[src/rtl/mc_ctrl.sv]
// mc_ctrl: multi-cycle control FSM for the RV32I core.
// Sequences FETCH -> DECODE -> EXEC -> (MEM) -> (WB) so that one ALU, one
// register file and the memory ports are shared by every instruction.
//
// Ports:
//   clk, rst              clock, synchronous active-high reset
//   opcode_i, funct3_i    decoder fields, latched in DECODE
//   br_taken              branch comparator result (used in EXEC)
//   imem_ready/dmem_ready memory handshake strobes
//   state                 current state (0 IDLE .. 6 TRAP)
//   imem_req, ir_we       instruction fetch request / IR load
//   dmem_req, dmem_we,
//   dmem_size             data memory request, write, size (funct3[1:0])
//   rf_we, pc_we, pc_sel  register file write, PC update and next-PC source
//   alu_a_sel, alu_b_sel  ALU operand selects
//   wb_sel                writeback source
//   trap, trap_cause      sticky fault flag and its cause
//   instret               retired instruction counter
module mc_ctrl #(
    parameter int TIMEOUT = 16,
    parameter int CNT_W   = 32
) (
    input  logic             clk,
    input  logic             rst,
    input  logic [6:0]       opcode_i,
    input  logic [2:0]       funct3_i,
    input  logic             br_taken,
    input  logic             imem_ready,
    input  logic             dmem_ready,
    output logic [2:0]       state,
    output logic             imem_req,
    output logic             ir_we,
    output logic             dmem_req,
    output logic             dmem_we,
    output logic [1:0]       dmem_size,
    output logic             rf_we,
    output logic             pc_we,
    output logic [1:0]       pc_sel,
    output logic [1:0]       alu_a_sel,
    output logic             alu_b_sel,
    output logic [1:0]       wb_sel,
    output logic             trap,
    output logic [1:0]       trap_cause,
    output logic [CNT_W-1:0] instret
);

    typedef enum logic [2:0] {
        S_IDLE   = 3'd0,
        S_FETCH  = 3'd1,
        S_DECODE = 3'd2,
        S_EXEC   = 3'd3,
        S_MEM    = 3'd4,
        S_WB     = 3'd5,
        S_TRAP   = 3'd6
    } state_t;

    localparam logic [6:0] OP_R     = 7'b0110011;
    localparam logic [6:0] OP_I     = 7'b0010011;
    localparam logic [6:0] OP_LOAD  = 7'b0000011;
    localparam logic [6:0] OP_STORE = 7'b0100011;
    localparam logic [6:0] OP_BR    = 7'b1100011;
    localparam logic [6:0] OP_LUI   = 7'b0110111;
    localparam logic [6:0] OP_AUIPC = 7'b0010111;
    localparam logic [6:0] OP_JAL   = 7'b1101111;
    localparam logic [6:0] OP_JALR  = 7'b1100111;

    // Wait counter only needs to reach TIMEOUT-1.
    localparam int WCW = (TIMEOUT > 1) ? $clog2(TIMEOUT) : 1;
    localparam logic [WCW-1:0] TO_LAST = (TIMEOUT > 0) ? WCW'(TIMEOUT - 1) : '0;
    localparam bit TO_EN = (TIMEOUT != 0);

    state_t           state_reg, state_next;
    logic [6:0]       op_reg, op_next;
    logic [2:0]       f3_reg, f3_next;
    logic [WCW-1:0]   wait_cnt_reg, wait_cnt_next;
    logic [CNT_W-1:0] instret_reg, instret_next;
    logic [1:0]       cause_reg, cause_next;
    logic             retire;
    logic             timeout_hit;
    logic [1:0]       op_a_sel;
    logic             op_b_sel;

    function automatic logic is_legal(input logic [6:0] op);
        case (op)
            OP_R, OP_I, OP_LOAD, OP_STORE, OP_BR,
            OP_LUI, OP_AUIPC, OP_JAL, OP_JALR: is_legal = 1'b1;
            default:                           is_legal = 1'b0;
        endcase
    endfunction

    always_ff @(posedge clk) begin
        if (rst) begin
            state_reg    <= S_IDLE;
            op_reg       <= '0;
            f3_reg       <= '0;
            wait_cnt_reg <= '0;
            instret_reg  <= '0;
            cause_reg    <= '0;
        end else begin
            state_reg    <= state_next;
            op_reg       <= op_next;
            f3_reg       <= f3_next;
            wait_cnt_reg <= wait_cnt_next;
            instret_reg  <= instret_next;
            cause_reg    <= cause_next;
        end
    end

    // Operand selects depend only on the latched opcode; they are driven in
    // EXEC and held through MEM so the address stays stable during the access.
    always_comb begin
        op_a_sel = 2'd0;
        op_b_sel = 1'b0;
        case (op_reg)
            OP_I, OP_LOAD, OP_STORE, OP_JALR: op_b_sel = 1'b1;
            OP_AUIPC: begin op_a_sel = 2'd1; op_b_sel = 1'b1; end
            OP_LUI:   begin op_a_sel = 2'd2; op_b_sel = 1'b1; end
            default: ;
        endcase
    end

    assign timeout_hit = TO_EN && (wait_cnt_reg == TO_LAST);

    always_comb begin
        state_next = state_reg;
        op_next    = op_reg;
        f3_next    = f3_reg;
        cause_next = cause_reg;
        retire     = 1'b0;
        imem_req   = 1'b0;
        ir_we      = 1'b0;
        dmem_req   = 1'b0;
        dmem_we    = 1'b0;
        dmem_size  = 2'd0;
        rf_we      = 1'b0;
        pc_we      = 1'b0;
        pc_sel     = 2'd0;
        alu_a_sel  = 2'd0;
        alu_b_sel  = 1'b0;
        wb_sel     = 2'd0;
        case (state_reg)
            S_IDLE: state_next = S_FETCH;
            S_FETCH: begin
                imem_req = 1'b1;
                // Ready wins over a timeout landing in the same cycle.
                if (imem_ready) begin
                    ir_we      = 1'b1;
                    state_next = S_DECODE;
                end else if (timeout_hit) begin
                    state_next = S_TRAP;
                    cause_next = 2'd1;
                end
            end
            S_DECODE: begin
                op_next = opcode_i;
                f3_next = funct3_i;
                if (is_legal(opcode_i)) begin
                    state_next = S_EXEC;
                end else begin
                    state_next = S_TRAP;
                    cause_next = 2'd3;
                end
            end
            S_EXEC: begin
                alu_a_sel = op_a_sel;
                alu_b_sel = op_b_sel;
                if (op_reg == OP_BR) begin
                    pc_we      = 1'b1;
                    pc_sel     = br_taken ? 2'd1 : 2'd0;
                    retire     = 1'b1;
                    state_next = S_FETCH;
                end else if (op_reg == OP_LOAD || op_reg == OP_STORE) begin
                    state_next = S_MEM;
                end else begin
                    state_next = S_WB;
                end
            end
            S_MEM: begin
                alu_a_sel = op_a_sel;
                alu_b_sel = op_b_sel;
                dmem_req  = 1'b1;
                dmem_we   = (op_reg == OP_STORE);
                dmem_size = f3_reg[1:0];
                if (dmem_ready) begin
                    if (op_reg == OP_STORE) begin
                        pc_we      = 1'b1;
                        retire     = 1'b1;
                        state_next = S_FETCH;
                    end else begin
                        state_next = S_WB;
                    end
                end else if (timeout_hit) begin
                    state_next = S_TRAP;
                    cause_next = 2'd2;
                end
            end
            S_WB: begin
                rf_we      = 1'b1;
                pc_we      = 1'b1;
                retire     = 1'b1;
                state_next = S_FETCH;
                if (op_reg == OP_LOAD) begin
                    wb_sel = 2'd1;
                end else if (op_reg == OP_JAL || op_reg == OP_JALR) begin
                    wb_sel = 2'd2;
                end
                if (op_reg == OP_JAL) begin
                    pc_sel = 2'd1;
                end else if (op_reg == OP_JALR) begin
                    pc_sel = 2'd2;
                end
            end
            S_TRAP: state_next = S_TRAP;
            default: state_next = S_IDLE;
        endcase
    end

    // Counter restarts whenever FETCH/MEM is (re)entered; staying in either
    // state means the ready strobe was low that cycle.
    always_comb begin
        wait_cnt_next = wait_cnt_reg;
        if (state_next != state_reg) begin
            wait_cnt_next = '0;
        end else if (TO_EN && (state_reg == S_FETCH || state_reg == S_MEM)) begin
            wait_cnt_next = wait_cnt_reg + WCW'(1);
        end
    end

    assign instret_next = retire ? instret_reg + CNT_W'(1) : instret_reg;

    assign state      = state_reg;
    assign trap       = (state_reg == S_TRAP);
    assign trap_cause = cause_reg;
    assign instret    = instret_reg;

endmodule

[config.mk]
export PLATFORM = sky130hd
export DESIGN_NAME = mc_ctrl
export DESIGN_NICKNAME = d
export VERILOG_FILES = /design/src/rtl/mc_ctrl.sv
export SDC_FILE = /design/constraint.sdc
export NUM_CORES = 1
export LEC_CHECK = 0
export ABC_AREA = 1
export BUFFER_PORTS_ARGS = -buffer_cell sky130_fd_sc_hd__clkbuf_2
export CORE_ASPECT_RATIO = 0.5
export CORE_MARGIN = 2
export CORE_UTILIZATION = 45
export DETAILED_ROUTE_END_ITERATION = 10
export PLACE_DENSITY = 0.71
export SLEW_MARGIN = 20
export SYNTH_ARGS = -nofsm -noshare
export SYNTH_HDL_FRONTEND = slang
export SYNTH_SLANG_ARGS = --single-unit
[constraint.sdc]
create_clock -name clk -period 1.6 [get_ports clk]
set_clock_uncertainty 0.15 [all_clocks]
set_input_delay 0.32 -clock clk [delete_from_list [all_inputs] [get_ports clk]]
set_output_delay 0.32 -clock clk [all_outputs]
set_load 0.01 [all_outputs]
==> summary.md, run 1 <==
| Metric | Value |
|---|---|
| Status | finished, violations left |
| Failing checks | setup timing |
| Drt initial violations | 260 |
| Post-detailed-route DRC marker count | 0 |
| Fin. max-slew vios | 0 |
| Flops & latches, synth | 50 |
| Worst hold stages | 3 |
| Routed Antenna Nets | 0 |
| Via density | roughly 5.2 |
| Post-synthesis compound-gate area fraction | 0.122 |
| Final worst-path cycle share | 1.20 |
| First-pass GRT wire length | about 16 mm |
| Pre-CTS setup slack | -0.163 ns |
| Sequential share of the synthesized area | 0.342 |
| Port Buffers | 66 |
| Final Hold Fails | 0 |
| Slew @ Worst Pin | between 0.3 and 0.4 ns |
| Clock Pin Slew Worst Setup and Hold Paths | ~0.07 ns |
| Layout cells sized above 1 | 0.487 |
| Final WL | approximately 11 mm |
| Area Overhead vs Synth | 69.6% |
| Final worst-path setup slack | -0.322 ns |
| Leakage | 0.00216 uW |
| Synth Cell Area | 2930 sq um |
| Synth Instances | between 400 and 500 |
| Power density over the cells | ~1000 nW/um^2 |
| CTS tree | built |
| Dpl hpwl | ~6.2 mm |
| Grt ovf | 0 |
| # setup viols final | 56 |
| Register Area | ~1000 sq um |
| Pre-Repair DR Iteration Count | 4 |
| Total GRT Usage | 0.277 |
| Max-cap violations | 0 |
| Final Power | 5190 uW |
| Final Critical Period | about 1.9 ns |
| Clock Sinks | 50 |
| CTS max path bufs | 2 |
| Max VDD drop | approximately 0.54 mV |
| Clock Tree Root | clkbuf_16 |
| Max reg flops | 32 |
| Setup CP Type | reg -> out |
| Worst hold-check path type | in -> reg |
| CP startpoint kind | flop |
| Worst EP arrival | around 1.5 ns |
| CP endpoint kind | output port |
| Worst-Skew Late Latency | approximately 0.29 ns |
| Area of the multi-input gates | between 2000 and 2500 sq um |
| Rows | 20 |
| Chip Width | 118 microns |
| Fillcell total | ~430 |
| Post-Synth Simple-Gate Area | 0.397 |
| H-tree depth | 2 |
| Core area | between 6000 and 7000 sq um |
| Req. time, crit path | 1.13 ns |
| Largest net degree at the start of global routing | 21 |
| Via count | about 3700 |
| F_max | between 500 and 600 MHz |
| Final instance area | roughly 5000 sq um |
| Routability cong. | 0.926 |
| Cell Area, Placed | approximately 4000 sq um |
| Syn Nets | 478 |
| RSZ-0062 raised after global routing | yes |
| Distinct cells, synth | 32 |
| Synthesized-area fraction occupied by adder cells | 0.00854 |
| Initial antenna violation count | 0 |
| Wire per inst | between 10 and 15 microns |
| Chip Height | between 60 and 70 microns |
| Synth warn | 0 |
| Worst Path Max Fanout | 3 |
| # IOs | between 60 and 70 |
| Synth Area per Inst | 6.35 sq um |
| Worst slew margin | 0.744 |
| Worst r2r path cells | 12 |
| Synth Area in XOR/XNOR | 0.0329 |
| Post-synthesis mux area share | 0.00342 |
| NumNets Final | about 650 |
| Diodes inserted | 0 |
| Vias in the first global route | between 3000 and 4000 |
| Cts bufs inserted | 5 |
| Die area | about 7200 sq um |
| Initial Utilization | 0.474 |
| Largest family of logic cells by synthesized area | simple AND/OR/NAND/NOR gates |
## kinds of logic (layout without fill, tap and decap cells)
family | count (synthesis) | after routing
AND/OR/NAND/NOR | 259 | 259
buffers and inverters | 70 | 245
AO/OA/AOI/OAI | 68 | 68
flip-flops | 50 | 50
XOR/XNOR | 11 | 11
adder cells (fa/ha/maj) | 2 | 2
multiplexers | 1 | 1
## cell usage in the layout, fill, tap and decap left out, types with 2 or more instances in the layout
cell type    n
nand2_4      5
nand3_4     10
inv_2       10
inv_1       46
o21ai_0      8
nand3_1     16
xnor2_1      6
nor3_2      15
nand2_2     11
clkbuf_2    53
buf_4       88
a21oi_2      8
nor2_4      14
xor2_1       5
inv_4        4
nand2_1    108
nor2_2      11
buf_6       24
a21oi_1     30
dfxtp_4      6
nand3_2      7
nor3_4       2
nor2_1      40
dfxtp_1     35
nand3b_1     3
clkbuf_16    5
o21ai_2      6
nor3_1       8
buf_8        3
buf_2        8
dfxtp_2      9
nand4_1      6
o21ai_1     11
## repair_timing
action,CTS,global route
hold endpoints to repair,0,0
hold buffers,0,0
endpoints found under the setup margin,54,62
cloned,1,0
setup buffers,16,10
pin swaps,32,12
gates resized for setup,121,69
## layout make-up
class / instances / area share
multi-input cells: 341 / 0.432
repair buffers: 176 / 0.258
flip-flops and latches: 50 / 0.208
inverters: 60 / 0.0484
clock buffers: 7 / 0.0287
well taps: 88 / 0.0222
repair inverters: 1 / 0.00126
clock inverters: 1 / 0.00101
## synthesized netlist by cell type (all sizes together)
cell	number	area (sq um)
a21oi	39	203
a41oi	1	8.76
buf	5	32.5
clkbuf	5	18.8
dfxtp	50	1000
ha	2	25.0
inv	60	225
mux2i	1	10.0
nand2	124	473
nand3	33	203
nand3b	3	22.5
nand4	7	50.1
nor2	65	254
nor3	25	148
nor3b	1	7.51
nor4	1	6.26
o21a	1	7.51
o21ai	26	130
o21bai	1	7.51
xnor2	6	52.6
xor2	5	43.8
## final timing paths
| check | start | to | slack, ns |
|---|---|---|---|
| setup reg to reg | state[0] | wait_cnt_reg[0] | -0.30 |
| hold reg to reg | f3_reg[1] | f3_reg[1] | 0.32 |
| setup / recovery | op_reg[4] | pc_we | -0.32 |
| hold / removal | opcode_i[0] | op_reg[0] | 0.11 |
## critical path, cell delays in order, from the launching register on
cell      delay, ns
dfxtp_2        0.34
nor2_2         0.18
nand2_2        0.11
nor2_4         0.14
nand2_2        0.08
nand3_4        0.14
clkbuf_2       0.16
## metal layers
layer / wire (microns) / global-route usage / vias up
met5: 0 / 0 / -
met4: 353 / 0.138 / 0
met3: 499 / 0.0491 / 36
met2: 5180 / 0.519 / 123
met1: 4540 / 0.321 / 1743
li1: - / - / 1845
## metrics by stage
step                      hold slack [ns]  setup TNS [ns]  instances   util
after floorplan                     0.280               0        461      -
after global placement              0.291           -2.16        691  0.649
after detailed placement            0.296           -3.65        691  0.649
after CTS                           0.116           -4.17        716  0.763
after global routing                0.131          -16.28        724  0.804
final                               0.114          -11.30        724  0.804
## report_power, final
part | internal [uW] | leakage (uW) | total [uW] | switching (uW)
combinational | 1230 | 0.00168 | 2550 | 1320
clock | 621 | 0.0000739 | 1080 | 462
sequential | 1380 | 0.000413 | 1550 | 165
total | 3230 | 0.00216 | 5190 | 1950
(Power assumes the default switching activity.)
==> run 2: changes to the inputs <==
--- a/config.mk
+++ b/config.mk
@@ -5,13 +5,12 @@
 export SDC_FILE = /design/constraint.sdc
 export NUM_CORES = 1
 export LEC_CHECK = 0
-export ABC_AREA = 1
 export BUFFER_PORTS_ARGS = -buffer_cell sky130_fd_sc_hd__clkbuf_2
 export CORE_ASPECT_RATIO = 0.5
 export CORE_MARGIN = 2
 export CORE_UTILIZATION = 45
 export DETAILED_ROUTE_END_ITERATION = 10
-export PLACE_DENSITY = 0.71
+export PLACE_DENSITY = 0.72
 export SLEW_MARGIN = 20
 export SYNTH_ARGS = -nofsm -noshare
 export SYNTH_HDL_FRONTEND = slang
==> summary.md, run 2 <==
| Metric | Value |
|---|---|
| RR Endpoint | instret[27] |
| Worst-Skew Late Latency | 0.31 ns |
| Post-synth top cells | 50 x dfxtp_1, 32 x nor2_1, 23 x a21oi_1, 18 x o21ai_0, 17 x nand2_1 |
| R2R Setup Slk | -0.84 ns |
| Total GRT Usage | 0.355 |
| Synth Cell Area | approximately 2700 sq um |
| Port Buffers | 66 |
| Initial Utilization | 0.476 |
| Clock Sinks | 50 |
| Req. time, crit path | 1.13 ns |
| Most common cell after layout, fill and taps aside | buf_4 |
| Max-cap violations | 0 |
| Synth Instances | roughly 320 |
| Min-Delay Endpoint | f3_reg[0] |
| Flops & latches, synth | 50 |
| # setup viols final | 69 |
| Sw Ratio | 0.311 |
| Chip Height | about 58 microns |
| Clock Pin Slew Worst Setup and Hold Paths | about 0.080 ns |
| Leading area contributor after synthesis | dfxtp_1 |
| H-tree depth | 2 |
| Final Power | between 3000 and 4000 uW |
| Synth warn | 0 |
| Grt ovf | 0 |
| Diodes inserted | 0 |
| Drt initial violations | 631 |
| Largest net degree at the start of global routing | 49 |
| Synthesized-area fraction occupied by adder cells | 0.00938 |
| Final Hold Fails | 0 |
| Status | finished, violations left |
| Worst hold-check path type | in -> reg |
| Fillcell total | 162 |
| CTS max path bufs | 2 |
| Clock Tree Root | clkbuf_16 |
| Rows | 19 |
| Area Overhead vs Synth | 92.5% |
| Hold path startpoint | funct3_i[0] |
| First-pass GRT wire length | ~18 mm |
| Register Area | a little over 1000 sq um |
| Setup CP Type | reg -> out |
| Worst EP arrival | slightly below 2 ns |
| Final Critical Period | between 2 and 2.5 ns |
| Dpl hpwl | 6.36 mm |
| Synth top area cells | dfxtp_1 38%, nor2_1 4.5%, a21oi_1 4.3%, xnor2_1 3.6%, mux2i_1 3.4% |
| F_max | slightly above 400 MHz |
| Worst hold stages | 3 |
| Initial antenna violation count | 4 |
| Worst slew margin | 0.623 |
| Post-Synth Simple-Gate Area | 0.289 |
| NumNets Final | 532 |
| Net switching power of the design | roughly 1000 uW |
| RSZ-0062 raised after global routing | yes |
| Total internal power | 2320 uW |
| Die area | 6600 sq um |
| Power density over the cells | between 600 and 700 nW/um^2 |
| CP startpoint kind | flop |
| Post-synthesis compound-gate area fraction | 0.204 |
| Leakage | 0.00208 uW |
| Largest family of logic cells by synthesized area | simple AND/OR/NAND/NOR gates |
| Distinct cells, synth | 52 |
| Layout cells sized above 1 | 0.605 |
| Final WL | around 16 mm |
| Routability cong. | between 0.8 and 0.9 |
| Part of the power in combinational logic | 0.277 |
| Final worst-path cycle share | 1.53 |
| Fin. max-slew vios | 0 |
| Most frequent cells in the layout | 86 x buf_4, 50 x clkbuf_2, 50 x buf_6 |
| Chip Width | around 110 microns |
| Area of the multi-input gates | 2210 sq um |
| Pre-CTS setup slack | -0.508 ns |
| CP endpoint kind | output port |
| Max reg flops | 32 |
| Sequential share of the synthesized area | 0.375 |
| Failing checks | DRC, setup timing |
| Vias in the first global route | about 3600 |
| Most frequent cell after synthesis | dfxtp_1 |
| Max VDD drop | between 0.5 and 0.6 mV |
| Cts bufs inserted | 5 |
| Via density | slightly below 7 |
| Slew @ Worst Pin | around 0.56 ns |
| CTS Hold Bufs | 0 |
| Worst Path Max Fanout | 3 |
| Via count | between 4000 and 5000 |
| Pre-Repair DR Iteration Count | 9 |
| Clock power share | 0.333 |
| Final worst-path setup slack | -0.846 ns |
| Worst r2r path cells | 11 |
| Synth Area per Inst | about 8.4 sq um |
| Post-synthesis mux area share | 0.0338 |
| Post-synth EDFFs | 0 |
| Reg-to-Reg Start | state[0] |
| Synth Area in XOR/XNOR | 0.0525 |
| CTS tree | built |
| Routed Antenna Nets | 0 |
| Synth top area share | 0.375 |
| Primary FF master, synth | dfxtp_1 |
| Syn Nets | between 300 and 400 |
| Core area | 5610 sq um |
| Post-detailed-route DRC marker count | 2 |
| Wire per inst | 27.1 microns |
| Flop pwr share | 0.390 |
| # IOs | 68 |
| Asr flop ratio synth | 0 |
==> run 2: area by class of cell <==
| type | count | share of cell area |
|---|---|---|
| well taps | 73 | 0.0178 |
| clock inverters | 2 | 0.00292 |
| flip-flops and latches | 50 | 0.199 |
| inverters | 10 | 0.00853 |
| repair buffers | 202 | 0.317 |
| multi-input cells | 246 | 0.430 |
| clock buffers | 6 | 0.0251 |
==> run 2: worst max path at each step <==
stage | startpoint | end | slack (ns) | depth (start not counted)
floorplan | op_reg[5] | instret[30] | -0.48 | 6
global placement | op_reg[4] | instret[15] | -0.49 | 5
detailed placement | dmem_ready | instret[15] | -0.51 | 6
CTS | op_reg[6] | instret[14] | -0.58 | 7
global route | state[0] | alu_a_sel[1] | -0.99 | 8
finish | state[0] | alu_a_sel[1] | -0.85 | 8
==> run 2: stage by stage <==
stage          hold WS (ns)  cell area (sq um)  std cells   util  TNS (ns)
3_5_place_dp          0.317               3840        540  0.684    -17.94
2_1_floorplan         0.302               2780        319      -    -11.68
3_3_place_gp          0.313               3840        540  0.684    -15.04
5_1_grt               0.145               5140        589  0.915    -39.19
4_1_cts               0.114               4680        579  0.835    -25.59
6_report              0.120               5140        589  0.915    -36.40
==> run 2: power by group through the flow <==
stage | Clock, uW | Combinational (uW) | Sequential [uW]
2_1_floorplan | 0 | 238 | 1340
3_3_place_gp | 0 | 433 | 1320
3_5_place_dp | 0 | 449 | 1320
4_1_cts | 1060 | 712 | 1300
5_1_grt | 1160 | 962 | 1310
6_report | 1120 | 932 | 1310
==> run 2: what timing repair did <==
item	4_1_cts	5_1_grt
gates resized for setup	107	95
pin swaps	38	52
endpoints found under the hold margin	0	0
endpoints found under the setup margin	65	69
setup buffers	34	18
==> run 2: cell families after synthesis <==
logic type,after synthesis
buffers and inverters,23
adder cells (fa/ha/maj),2
XOR/XNOR,16
multiplexers,9
AND/OR/NAND/NOR,138
flip-flops,50
AO/OA/AOI/OAI,81
==> run 2: per-layer routing <==
metal	global-route usage	routed length, microns	vias up
met5	0	110	-
met1	0.390	5230	1887
met3	0.0721	2100	188
li1	-	-	1588
met4	0.225	1620	8
met2	0.651	6920	422
==> run 2: worst max-delay path, stage by stage, from the launching register on <==
cell	delay [ns]
dfxtp_4	0.38
buf_6	0.11
and3b_2	0.21
buf_6	0.12
nor2_4	0.04
nor3_4	0.20
nand4b_1	0.23
nor2_2	0.20
buf_2	0.17
==> run 3: changes to the inputs <==
==> config.mk (replaced) <==
export PLATFORM = sky130hd
export DESIGN_NAME = mc_ctrl
export DESIGN_NICKNAME = d
export VERILOG_FILES = /design/src/rtl/mc_ctrl.sv
export SDC_FILE = /design/constraint.sdc
export NUM_CORES = 1
export LEC_CHECK = 0
export BUFFER_PORTS_ARGS = -buffer_cell sky130_fd_sc_hd__buf_2
export CORE_ASPECT_RATIO = 0.5
export CORE_MARGIN = 2
export CORE_UTILIZATION = 48
export DETAILED_ROUTE_END_ITERATION = 10
export PLACE_DENSITY = 0.76
export SLEW_MARGIN = 20
export SYNTH_ARGS = -nofsm -noshare
export SYNTH_HDL_FRONTEND = slang
export SYNTH_SLANG_ARGS = --single-unit
==> summary.md, run 3 (synthesis gave the netlist of run 2 again) <==
| Metric | Value |
|---|---|
| Final instance area | approximately 4800 sq um |
| Failing checks | setup timing |
| Worst r2r path cells | 7 |
| Via count | between 3000 and 4000 |
| RSZ-0062 raised after global routing | yes |
| Post-detailed-route DRC marker count | 0 |
| NumNets Final | 524 |
| Fillcell total | ~210 |
| Req. time, crit path | roughly 1.1 ns |
| Largest net degree at the start of global routing | 23 |
| RR Endpoint | instret[10] |
| Pre-Repair DR Iteration Count | 5 |
| Worst Hold Slack | 0.118 ns |
| Met3 Use GR | 0.0650 |
| CP endpoint kind | output port |
| CTS max path bufs | 2 |
| Reg-to-Reg Start | op_reg[5] |
| Max reg flops | 32 |
| Chip Height | 56.7 microns |
| Final Critical Period | between 2 and 2.5 ns |
| Fin. max-slew vios | 0 |
| Cell Area, Placed | roughly 3800 sq um |
| CP startpoint kind | flop |
| Worst setup path end | pc_sel[0] |
| Worst EP arrival | 1.82 ns |
| Cts bufs inserted | 5 |
| Clock Sinks | 50 |
| Setup CP Type | reg -> out |
| H-tree depth | 2 |
| Final worst-path cycle share | 1.43 |
| Layout cells sized above 1 | 0.555 |
| Final Power | roughly 2900 uW |
| Leakage | roughly 0.0020 uW |
| # setup viols final | 68 |
| Total GRT Usage | 0.342 |
| Port Buffers | 66 |
| Final Hold Fails | 0 |
| Clock Tree Root | clkbuf_8 |
| Via density | about 6.3 |
| Clock Pin Slew Worst Setup and Hold Paths | roughly 0.090 ns |
| Core area | between 5000 and 6000 sq um |
| Routed Antenna Nets | 0 |
| Final WL | roughly 12 mm |
| # IOs | 68 |
| Max-cap violations | 0 |
| F_max | 437 MHz |
| Dpl hpwl | about 6.2 mm |
| Diodes inserted | 0 |
| First-pass GRT wire length | approximately 16 mm |
| Worst slew margin | 0.637 |
| Chip Width | 109 microns |
| Initial antenna violation count | 0 |
| Grt ovf | 0 |
| Busiest grt layer | met2 |
| Max VDD drop | 0.422 mV |
| Wire per inst | between 20 and 25 microns |
| R2R Setup Slk | -0.69 ns |
| Power density over the cells | about 610 nW/um^2 |
| Final worst-path setup slack | -0.689 ns |
| Rows | 19 |
| Drt initial violations | 359 |
| Slew @ Worst Pin | ~0.54 ns |
| GR Layer Usage met2 | 0.593 |
| Most common cell after layout, fill and taps aside | buf_4 |
| Status | finished, violations left |
| Worst-Skew Late Latency | approximately 0.32 ns |
| Most frequent cells in the layout | 86 x buf_4, 60 x buf_2, 45 x buf_6 |
| Worst hold-check path type | in -> reg |
| Area Overhead vs Synth | 79.4% |
| Die area | approximately 6200 sq um |
| Met1 Use GR | 0.401 |
| Worst Path Max Fanout | 4 |
| Initial Utilization | 0.492 |
| Routability cong. | 0.907 |
| Vias in the first global route | about 3400 |
| Crit. Startpoint | state[0] |
| CTS tree | built |
-- run 3: final cells by class --
cell class                      count  area [sq um]  area share
Multi-Input combinational cell    246          2040       0.426
Timing Repair Buffer              194          1500       0.313
Sequential cell                    50          1020       0.213
Tap cell                           73          91.3      0.0191
Clock buffer                        7          86.3      0.0180
Inverter                           10          48.8      0.0102
Clock inverter                      1          5.00     0.00105
-- run 3: worst min-delay path by stage --
stage | slack, ns | cells after the start | endpoint | start
2_1_floorplan | 0.30 | 2 | f3_reg[0] | f3_reg[0]
3_3_place_gp | 0.31 | 2 | trap_cause[1] | trap_cause[1]
3_5_place_dp | 0.33 | 2 | trap_cause[1] | trap_cause[1]
4_1_cts | 0.11 | 3 | f3_reg[0] | funct3_i[0]
5_1_grt | 0.13 | 3 | f3_reg[1] | funct3_i[1]
6_report | 0.12 | 3 | f3_reg[1] | funct3_i[1]
-- run 3: power by group --
part	leakage [uW]	total [uW]	switching, uW	internal [uW]
Combinational	0.00154	833	413	420
Clock	0.0000482	792	441	350
Sequential	0.000409	1310	30.8	1280
Total	0.00199	2930	885	2050
-- run 3: per-stage QoR --
stage | util | cells | worst slack, ns | TNS [ns]
5_1_grt | 0.883 | 581 | -0.758 | -36.74
3_3_place_gp | 0.703 | 538 | -0.509 | -14.69
4_1_cts | 0.831 | 568 | -0.600 | -23.03
2_1_floorplan | - | 319 | -0.482 | -11.68
6_report | 0.883 | 581 | -0.689 | -32.03
3_5_place_dp | 0.703 | 538 | -0.535 | -17.18
-- run 3: layer usage --
metal	share of wire	vias up
met5	0	-
met4	0.066	0
met3	0.077	89
met2	0.49	257
met1	0.37	1739
li1	-	1566
-- run 3: repair_timing --
| action | 4_1_cts | 5_1_grt |
|---|---|---|
| endpoints found under the setup margin | 65 | 68 |
| pin swaps | 30 | 26 |
| buffers inserted | 23 | 17 |
| gates resized for setup | 93 | 50 |
| hold buffers | 0 | 0 |
| gates cloned | 1 | 0 |
-- run 3: worst max-delay path, stage by stage, from the launching register on --
cell     delay (ns)
dfxtp_4        0.37
buf_6          0.11
and3b_2        0.22
buf_4          0.15
and3_4         0.17
buf_4          0.13
a22o_1         0.21
buf_2          0.13
